## config.mk

```make
export PLATFORM = sky130hd
export DESIGN_NAME = buzzer_arbiter_flat
export DESIGN_NICKNAME = d
export VERILOG_FILES = /design/src/rtl/buzzer_arbiter_if.sv /design/src/rtl/buzzer_arbiter.sv /design/src/flat_wrapper.sv
export SDC_FILE = /design/constraint.sdc
export NUM_CORES = 1
export LEC_CHECK = 0
export ABC_AREA = 1
export ABC_CLOCK_PERIOD_IN_PS = 2600
export BUFFER_PORTS_ARGS = -buffer_cell sky130_fd_sc_hd__buf_2
export CAP_MARGIN = 20
export CORE_MARGIN = 4
export CORE_UTILIZATION = 30
export DETAILED_ROUTE_END_ITERATION = 8
export PLACE_DENSITY = 0.41
export SETUP_SLACK_MARGIN = 0.2
export SLEW_MARGIN = 40
export SYNTH_ARGS = -nofsm -noshare
export SYNTH_HDL_FRONTEND = slang
export SYNTH_SLANG_ARGS = --single-unit
```

## constraint.sdc

```tcl
create_clock -name clk -period 2.6 [get_ports clk]
set_input_delay 0.52 -clock clk [delete_from_list [all_inputs] [get_ports clk]]
set_output_delay 0.52 -clock clk [all_outputs]
set_load 0.02 [all_outputs]
```

## src/rtl/buzzer_arbiter_if.sv

```systemverilog
// Buzzer request/grant bundle between requesters and the arbiter.
// The arbiter side (slave) owns grant, busy and out.
interface buzzer_arbiter_if;
  logic [3:0] req;
  logic [3:0] grant;
  logic       busy;
  logic       out;

  modport master (
    output req,
    input  grant,
    input  busy,
    input  out
  );

  modport slave (
    input  req,
    output grant,
    output busy,
    output out
  );
endinterface

```

## src/rtl/buzzer_arbiter.sv

```systemverilog
// Round-robin arbiter sharing one buzzer among four tone requesters.
// Each grant plays a square wave for up to SLOT cycles, then GAP silence.
module buzzer_arbiter #(
  parameter int HALF0 = 6000,
  parameter int HALF1 = 3000,
  parameter int HALF2 = 2000,
  parameter int HALF3 = 1500,
  parameter int SLOT  = 12_000_000,
  parameter int GAP   = 1_200_000
) (
  input logic clk,
  input logic rst,
  buzzer_arbiter_if.slave bus
);

  function automatic int max2(input int a, input int b);
    return (a > b) ? a : b;
  endfunction

  localparam int MXH = max2(max2(HALF0, HALF1), max2(HALF2, HALF3));
  localparam int MX  = max2(MXH, max2(SLOT, GAP));
  localparam int CW  = $clog2(MX + 1);

  localparam logic [1:0] ST_IDLE = 2'd0;
  localparam logic [1:0] ST_PLAY = 2'd1;
  localparam logic [1:0] ST_GAP  = 2'd2;

  logic [1:0]    state;
  logic [1:0]    ptr;
  logic [CW-1:0] hcnt;
  logic [CW-1:0] cnt;
  logic [CW-1:0] hlim;
  logic [3:0]    grant_q;
  logic          busy_q;
  logic          out_q;
  logic [1:0]    win;
  logic [1:0]    idx;
  logic          hit;
  logic          rel;

  assign bus.grant = grant_q;
  assign bus.busy  = busy_q;
  assign bus.out   = out_q;

  // ptr holds the granted index while playing
  always_comb begin
    hlim = CW'(HALF0 - 1);
    unique case (1'b1)
      (ptr == 2'd0): hlim = CW'(HALF0 - 1);
      (ptr == 2'd1): hlim = CW'(HALF1 - 1);
      (ptr == 2'd2): hlim = CW'(HALF2 - 1);
      (ptr == 2'd3): hlim = CW'(HALF3 - 1);
      default:       hlim = CW'(HALF0 - 1);
    endcase
  end

  always_comb begin
    win = ptr;
    hit = 1'b0;
    idx = ptr;
    for (int i = 1; i <= 4; i++) begin
      idx = ptr + 2'(i);
      if (!hit && bus.req[idx]) begin
        win = idx;
        hit = 1'b1;
      end
    end
  end

  assign rel = ~|(bus.req & grant_q);

  always_ff @(posedge clk) begin
    if (rst) begin
      state   <= ST_IDLE;
      ptr     <= 2'd3;
      hcnt    <= '0;
      cnt     <= '0;
      grant_q <= '0;
      busy_q  <= 1'b0;
      out_q   <= 1'b0;
    end else begin
      case (state)
        ST_IDLE: begin
          if (hit) begin
            state   <= ST_PLAY;
            ptr     <= win;
            grant_q <= 4'(1) << win;
            busy_q  <= 1'b1;
            hcnt    <= '0;
            cnt     <= '0;
            out_q   <= 1'b0;
          end
        end
        ST_PLAY: begin
          // expiry and release collapse into one exit
          if (cnt == CW'(SLOT - 1) || rel) begin
            state   <= ST_GAP;
            grant_q <= '0;
            out_q   <= 1'b0;
            hcnt    <= '0;
            cnt     <= '0;
          end else begin
            cnt <= cnt + 1'b1;
            if (hcnt == hlim) begin
              hcnt  <= '0;
              out_q <= ~out_q;
            end else begin
              hcnt <= hcnt + 1'b1;
            end
          end
        end
        ST_GAP: begin
          if (cnt == CW'(GAP - 1)) begin
            state  <= ST_IDLE;
            busy_q <= 1'b0;
            cnt    <= '0;
          end else begin
            cnt <= cnt + 1'b1;
          end
        end
        default: begin
          state   <= ST_IDLE;
          grant_q <= '0;
          busy_q  <= 1'b0;
          out_q   <= 1'b0;
          hcnt    <= '0;
          cnt     <= '0;
        end
      endcase
    end
  end

endmodule

```

## src/flat_wrapper.sv

```systemverilog
// flat-port wrapper written by rule: the top's interface ports become plain ports
module buzzer_arbiter_flat 
#(
  parameter int HALF0 = 6000,
  parameter int HALF1 = 3000,
  parameter int HALF2 = 2000,
  parameter int HALF3 = 1500,
  parameter int SLOT  = 12_000_000,
  parameter int GAP   = 1_200_000
)
  (clk, rst, bus_req, bus_grant, bus_busy, bus_out);
  buzzer_arbiter_if bus_i ();
  input logic clk;
  input logic rst;
  input wire logic [$bits(bus_i.req)-1:0] bus_req;
  output wire logic [$bits(bus_i.grant)-1:0] bus_grant;
  output wire logic [$bits(bus_i.busy)-1:0] bus_busy;
  output wire logic [$bits(bus_i.out)-1:0] bus_out;
  assign bus_i.req = bus_req;
  assign bus_grant = bus_i.grant;
  assign bus_busy = bus_i.busy;
  assign bus_out = bus_i.out;
  buzzer_arbiter #(.HALF0(HALF0), .HALF1(HALF1), .HALF2(HALF2), .HALF3(HALF3), .SLOT(SLOT), .GAP(GAP)) u_core (.clk(clk), .rst(rst), .bus(bus_i));
endmodule
```

## Word-level counts from Yosys, hierarchy flattened

Cells that the tools add are included.

| storage, ports and cells | value |
|---|---|
| bits in registers | 58 |
| output and inout port bits | 6 |

| operators by class | value |
|---|---|
| $add $sub $neg | 5 |
| magnitude comparators | 4 |
| eq/ne operators | 12 |
| shift operators | 1 |
| muxes and demuxes | 38 |
| bitwise logic cells | 4 |
| reduce and logical (&&, ||, !) cells | 16 |

Operators by type and width:

| cell | count |
|---|---|
| 24-bit case mux with 3 select lines | 2 |
| 24-bit 2-to-1 mux | 5 |
| 24-bit by 1-bit adder with 24-bit output (second input constant) | 2 |
| 13-bit case mux with 3 select lines | 1 |
| 24-bit by 21-bit == test with 1-bit output (second input constant) | 1 |
| 24-bit == test | 1 |
| 24-bit == test (second input constant) | 1 |
| 2-bit 2-to-1 mux | 7 |
| 1-bit 2-to-1 mux | 13 |
| 2-bit by 3-bit less-than comparator with 1-bit output (second input constant) | 4 |
| 4-bit case mux with 3 select lines | 1 |
| 3-bit AND reduction | 4 |
| 1-bit binary-select mux with 2-bit select | 4 |
| 4-bit 2-to-1 mux | 2 |
| 2-bit == test (second input constant) | 3 |
| 2-bit by 1-bit != test with 1-bit output (second input constant) | 3 |
| 1-bit case mux with 3 select lines | 2 |
| 2-bit case mux with 3 select lines | 1 |
| 2-bit adder (second input constant) | 2 |
| 4-bit bitwise AND | 1 |
| 2-bit by 1-bit == test with 1-bit output (second input constant) | 2 |
| 1-bit logical NOT | 4 |
| 2-bit AND reduction | 2 |
| 4-bit OR reduction | 1 |
| other kinds (7) | 11 |

## Logic depth before layout (Yosys ltp)

| logic depth | value |
|---|---|
| depth in word-level cells | 16 |
| depth in mapped cells | 15 |
| mapped depth without buffers | 14 |

## Worst setup path before layout

OpenSTA, ideal clock, no wires.

| timing path | value |
|---|---|
| kind | flip-flop to flip-flop |
| start point | register u_core.ptr[0] |
| end point | register u_core.cnt[11] |
| library setup time | 0.119 ns |
| data arrival time | 1.883 ns |
| required time | 2.481 ns |
| path slack | 0.598 ns |
| cell stages (with the launch flop) | 13 |
| buffers on the path | 3 |
| cells stage by stage | dfxtp_1 buf_6 inv_4 ha_1 inv_1 nand2_1 nand2_2 nor2_4 nand4_4 buf_6 buf_6 a21oi_1 nor3_2 |

| between the ends | value |
|---|---|
| cells in the longest elaborated chain, start to end | 14 |

Ends and longest elaborated chain:

| item | line | text |
|---|---|---|
| from (decl) | buzzer_arbiter.sv:29 | `logic [1:0] ptr;` |
| from (signal assigned) | buzzer_arbiter.sv:86 | `ptr <= win;` |
| 2-bit by 1-bit adder with 2-bit output | buzzer_arbiter.sv:62 | `idx = ptr + 2'(i);` |
| 1-bit binary-select mux with 2-bit select | buzzer_arbiter.sv:63 | `if (!hit && bus.req[idx]) begin` |
| 1-bit 2-to-1 mux (implied by the code) | buzzer_arbiter.sv:63 |  |
| 1-bit 2-to-1 mux | buzzer_arbiter.sv:63 |  |
| 1-bit logical NOT | buzzer_arbiter.sv:63 |  |
| 1-bit logical AND | buzzer_arbiter.sv:63 |  |
| 1-bit 2-to-1 mux | buzzer_arbiter.sv:63 |  |
| 1-bit logical NOT | buzzer_arbiter.sv:63 |  |
| 1-bit logical AND | buzzer_arbiter.sv:63 |  |
| 1-bit 2-to-1 mux | buzzer_arbiter.sv:63 |  |
| 1-bit logical NOT | buzzer_arbiter.sv:63 |  |
| 1-bit logical AND | buzzer_arbiter.sv:63 |  |
| 1-bit 2-to-1 mux * | buzzer_arbiter.sv:63 |  |
| 2-bit by 1-bit != test with 1-bit output (no line) * | -- |  |
| to (signal assigned) | buzzer_arbiter.sv:103 | `cnt <= cnt + 1'b1;` |
| to (signal assigned) | buzzer_arbiter.sv:118 | `cnt <= cnt + 1'b1;` |
| to (decl) | buzzer_arbiter.sv:31 | `logic [CW-1:0] cnt;` |

Every way passes the cells marked *; elsewhere a longest branch is shown, timed or not. The select of a mux whose other input is x is not followed.
A chain may end at the register's enable or synchronous reset.

## Final worst setup path

| timing path | value |
|---|---|
| start point | register u_core.ptr[0] |
| end point | register u_core.hcnt[3] |

| between the ends | value |
|---|---|
| cells in the longest elaborated chain, start to end | 15 |

Ends and longest elaborated chain:

| item | line | text |
|---|---|---|
| 2-bit by 1-bit adder with 2-bit output | buzzer_arbiter.sv:62 |  |
| 1-bit binary-select mux with 2-bit select | buzzer_arbiter.sv:63 |  |
| 1-bit 2-to-1 mux (implied by the code) | buzzer_arbiter.sv:63 |  |
| 1-bit 2-to-1 mux | buzzer_arbiter.sv:63 |  |
| 1-bit logical NOT | buzzer_arbiter.sv:63 |  |
| 1-bit logical AND | buzzer_arbiter.sv:63 |  |
| 1-bit 2-to-1 mux | buzzer_arbiter.sv:63 |  |
| 1-bit logical NOT | buzzer_arbiter.sv:63 |  |
| 1-bit logical AND | buzzer_arbiter.sv:63 |  |
| 1-bit 2-to-1 mux | buzzer_arbiter.sv:63 |  |
| 1-bit logical NOT | buzzer_arbiter.sv:63 |  |
| 1-bit logical AND | buzzer_arbiter.sv:63 |  |
| 1-bit 2-to-1 mux | buzzer_arbiter.sv:63 |  |
| 2-bit by 1-bit != test with 1-bit output (no line) | -- |  |
| 2-bit AND reduction (no line) | -- |  |
| to (signal assigned) | buzzer_arbiter.sv:108 | `hcnt <= hcnt + 1'b1;` |
| to (decl) | buzzer_arbiter.sv:30 | `logic [CW-1:0] hcnt;` |

Several ways; a longest one is shown, not always the timed one. The select of a mux whose other input is x is not followed.

==> impl_metrics.yaml <==
outcome:
  run_status: "finished, final reports clean"
setup_path:
  worstPathMaxFanout: 20
  critPathTopFamily: "simple AND/OR/NAND/NOR gates"
  worstPathRequired_ns: 2.87
  worst-path-buf-inv: 3
  critPathArrivalTime_ns: 2.49
  worst_path_largest_cell_delay_ns: 0.45
  worst-path-stages: 11
  setup.worst_path.start_class: "flip-flop"
  crit_chain: "inv_4, ha_2, inv_1, nand2_1, nand2_2, nor2_4, nand4_4, nand2_8, o21ai_4, buf_4, nor3b_2"
  cp-end-kind: "flip-flop"
  worst_path_max_delay_cell: "dfxtp_1"
  reg2regPathDepth: 11
  timing_worst_setup_path_type: "reg2reg"
sta:
  clock_skew_ns: 0.0108
  slew_viol_final: 0
  fin_setup_tns_ns: 0
  timing.final.crit_share: 0.854
  grt_setup_unrepaired: "false"
  setup_viol: 0
  slew_headroom: 0.727
  worst_slew_pin_slew_ns: 0.410
  clock.fmax_mhz: 450
  final_hold_viol_count: 0
  finalCriticalPeriod_ns: 2.22
final_layout:
  areaGrowthSynthToFinish_pct: 14.1
  final_cell_area_sq_um: 4790
  fillCellCount: 1549
  final-seq-area_sq_um: 1160
  antenna_cells: 0
  nets: 698
  drive_above_1_share: 0.132
  multi_input_area_sq_um: 2600
  final_cells: 864
  final_util: 0.356
die:
  row_count: 42
  dieArea_sq_um: 15900
  core_sq_um: 13500
  die_x_um: 126
  die_h_um: 126
  initial_core_util: 0.312
  ios: 12
route:
  wl_um: 12500
  drt_iter0_markers: 296
  drc: 0
  drtAntennaViolNets: 0
  vias: 4221
  wl_per_cell_um: 14.5
  firstDrtPassIters: 5
  via_per_inst: 4.89
power:
  power.density_nw_per_um2: 805
  power_mw: 3.85
  irDropWorstVdd_uv: 453
  p_leak_nw: 1.92
grt:
  track_usage: 0.162
  grt.overflow.total: 0
  grt_pass1_vias: 3894
  grt_max_degree: 25
  antenna_found_initial: 0
  grt_pass1_wl_um: 20700
synth:
  synth-main-ff-cell: "dfxtp_1"
  synth.most_common_cell: "nand2_1"
  yosysUniqueCellTypes: 43
  synth_edf_count: 0
  netlist.area_leader.share: 0.277
  yosysSeqAreaShare: 0.277
  synth_area_leaders: "dfxtp_1, nand2_1, nor2_1"
  syn_area_per_cell_sq_um: 6.33
  yosysWarnings: 0
  synth_commonest_cells: "nand2_1, nor2_1, inv_1"
  synth_area_sq_um: 4190
  syn_inst: 663
  yosys_register_bits: 58
  yosys.area.top_type: "dfxtp_1"
  syn_nets: 678
  synthArstFlopShare: 0
placed_design:
  dp.cells: 843
  placed_cell_area_sq_um: 4430
  hpwlAfterDp_um: 9710
  numPortBuffers: 11
  place_congestion: 0.819
clock_network:
  cts_tree: "done"
  clock_path_buffers: 2
  cts-buffers-inserted: 9
  cts_htree_levels: 3
  path_clk_slew_ns: 0.06
  cts_hold_repair.buffers: 0
  worstSkewPairLatency_ns: 0.35
  cts_root_buf: "clkbuf_16"
  cts.sinks: 58
flow_run:
  drv_cap: 0
min_path:
  hold_path_depth: 2
  hp-class: "reg2reg"
per-stage QoR:
step | setup WS (ns) | hold WS [ns]
after floorplan | 0.598 | 0.439
after global placement | 0.227 | 0.451
after detailed placement | 0.175 | 0.454
after CTS | 0.199 | 0.461
after global routing | 0.218 | 0.480
final | 0.380 | 0.462
worst min-delay path: cells and delay by family, from the launching register on:
family	cells	cell delay [ns]
simple gates	1	0.06
flops	1	0.31
compound gates	1	0.06
state kept, by name, summed over array words and instances (netlist names):
name              count
u_core.bus.busy       1
u_core.hcnt          24
u_core.cnt           24
u_core.state          2
u_core.bus.grant      4
u_core.bus.out        1
u_core.ptr            2
kinds of logic after synthesis:
| group | share of synthesized area |
|---|---|
| AO/OA/AOI/OAI | 0.0993 |
| XOR/XNOR | 0.0230 |
| adder cells (fa/ha/maj) | 0.0269 |
| buffers and inverters | 0.108 |
| flip-flops | 0.277 |
| AND/OR/NAND/NOR | 0.466 |
report_power, final:
group          leakage [nW]  switching [mW]  total, mW  internal, mW
sequential            0.469          0.0673       1.03         0.964
clock                 0.147           0.450       1.24         0.794
combinational          1.30            1.08       1.58         0.499
per-layer routing:
metal | vias to the layer above | part of all wire | GRT usage | routed length [um]
li1 | 2210 | - | - | -
met1 | 1917 | 0.50 | 0.222 | 6220
met4 | 0 | 0.018 | 0.0625 | 225
met3 | 16 | 0.038 | 0.0330 | 472
met2 | 78 | 0.45 | 0.250 | 5570
met5 | - | 0 | 0 | 0
path summary, 6_finish.rpt:
path                                     start             end  slack (ns)
worst max register to register   u_core.ptr[0]  u_core.hcnt[3]        0.38
worst min-delay path            u_core.cnt[19]  u_core.cnt[19]        0.46
worst max-delay path             u_core.ptr[0]  u_core.hcnt[3]        0.38
worst min register to register  u_core.cnt[19]  u_core.cnt[19]        0.46
what timing repair did:
action                                  4_1_cts  5_1_grt
pin swaps                                     1        0
gates resized for setup                       2        4
endpoints found under the setup margin       12       47
buffers inserted                              2        3
cell type report:
cell class              instances  area share
well taps                     176      0.0460
flip-flops and latches         58       0.243
multi-input cells             501       0.543
clock buffers                  14      0.0552
inverters                      89      0.0714
clock inverters                 2     0.00732
repair buffers                 24      0.0345
cells in the final DEF (no fill, tap or decap), drive strengths merged:
master,instances
nand4,29
and3,2
buf,24
bufinv,1
nand2,188
o21bai,1
dfxtp,58
a31oi,2
inv,89
xnor2,5
xor2,6
a21oi,32
clkbuf,14
clkinv,1
nor3b,11
or2,1
nand3,49
ha,9
nor3,27
nor4,5
o211ai,2
o21ai,31
nor2,95
a211oi,4
nand3b,2
No activity file was read; power rests on OpenSTA's default activity.
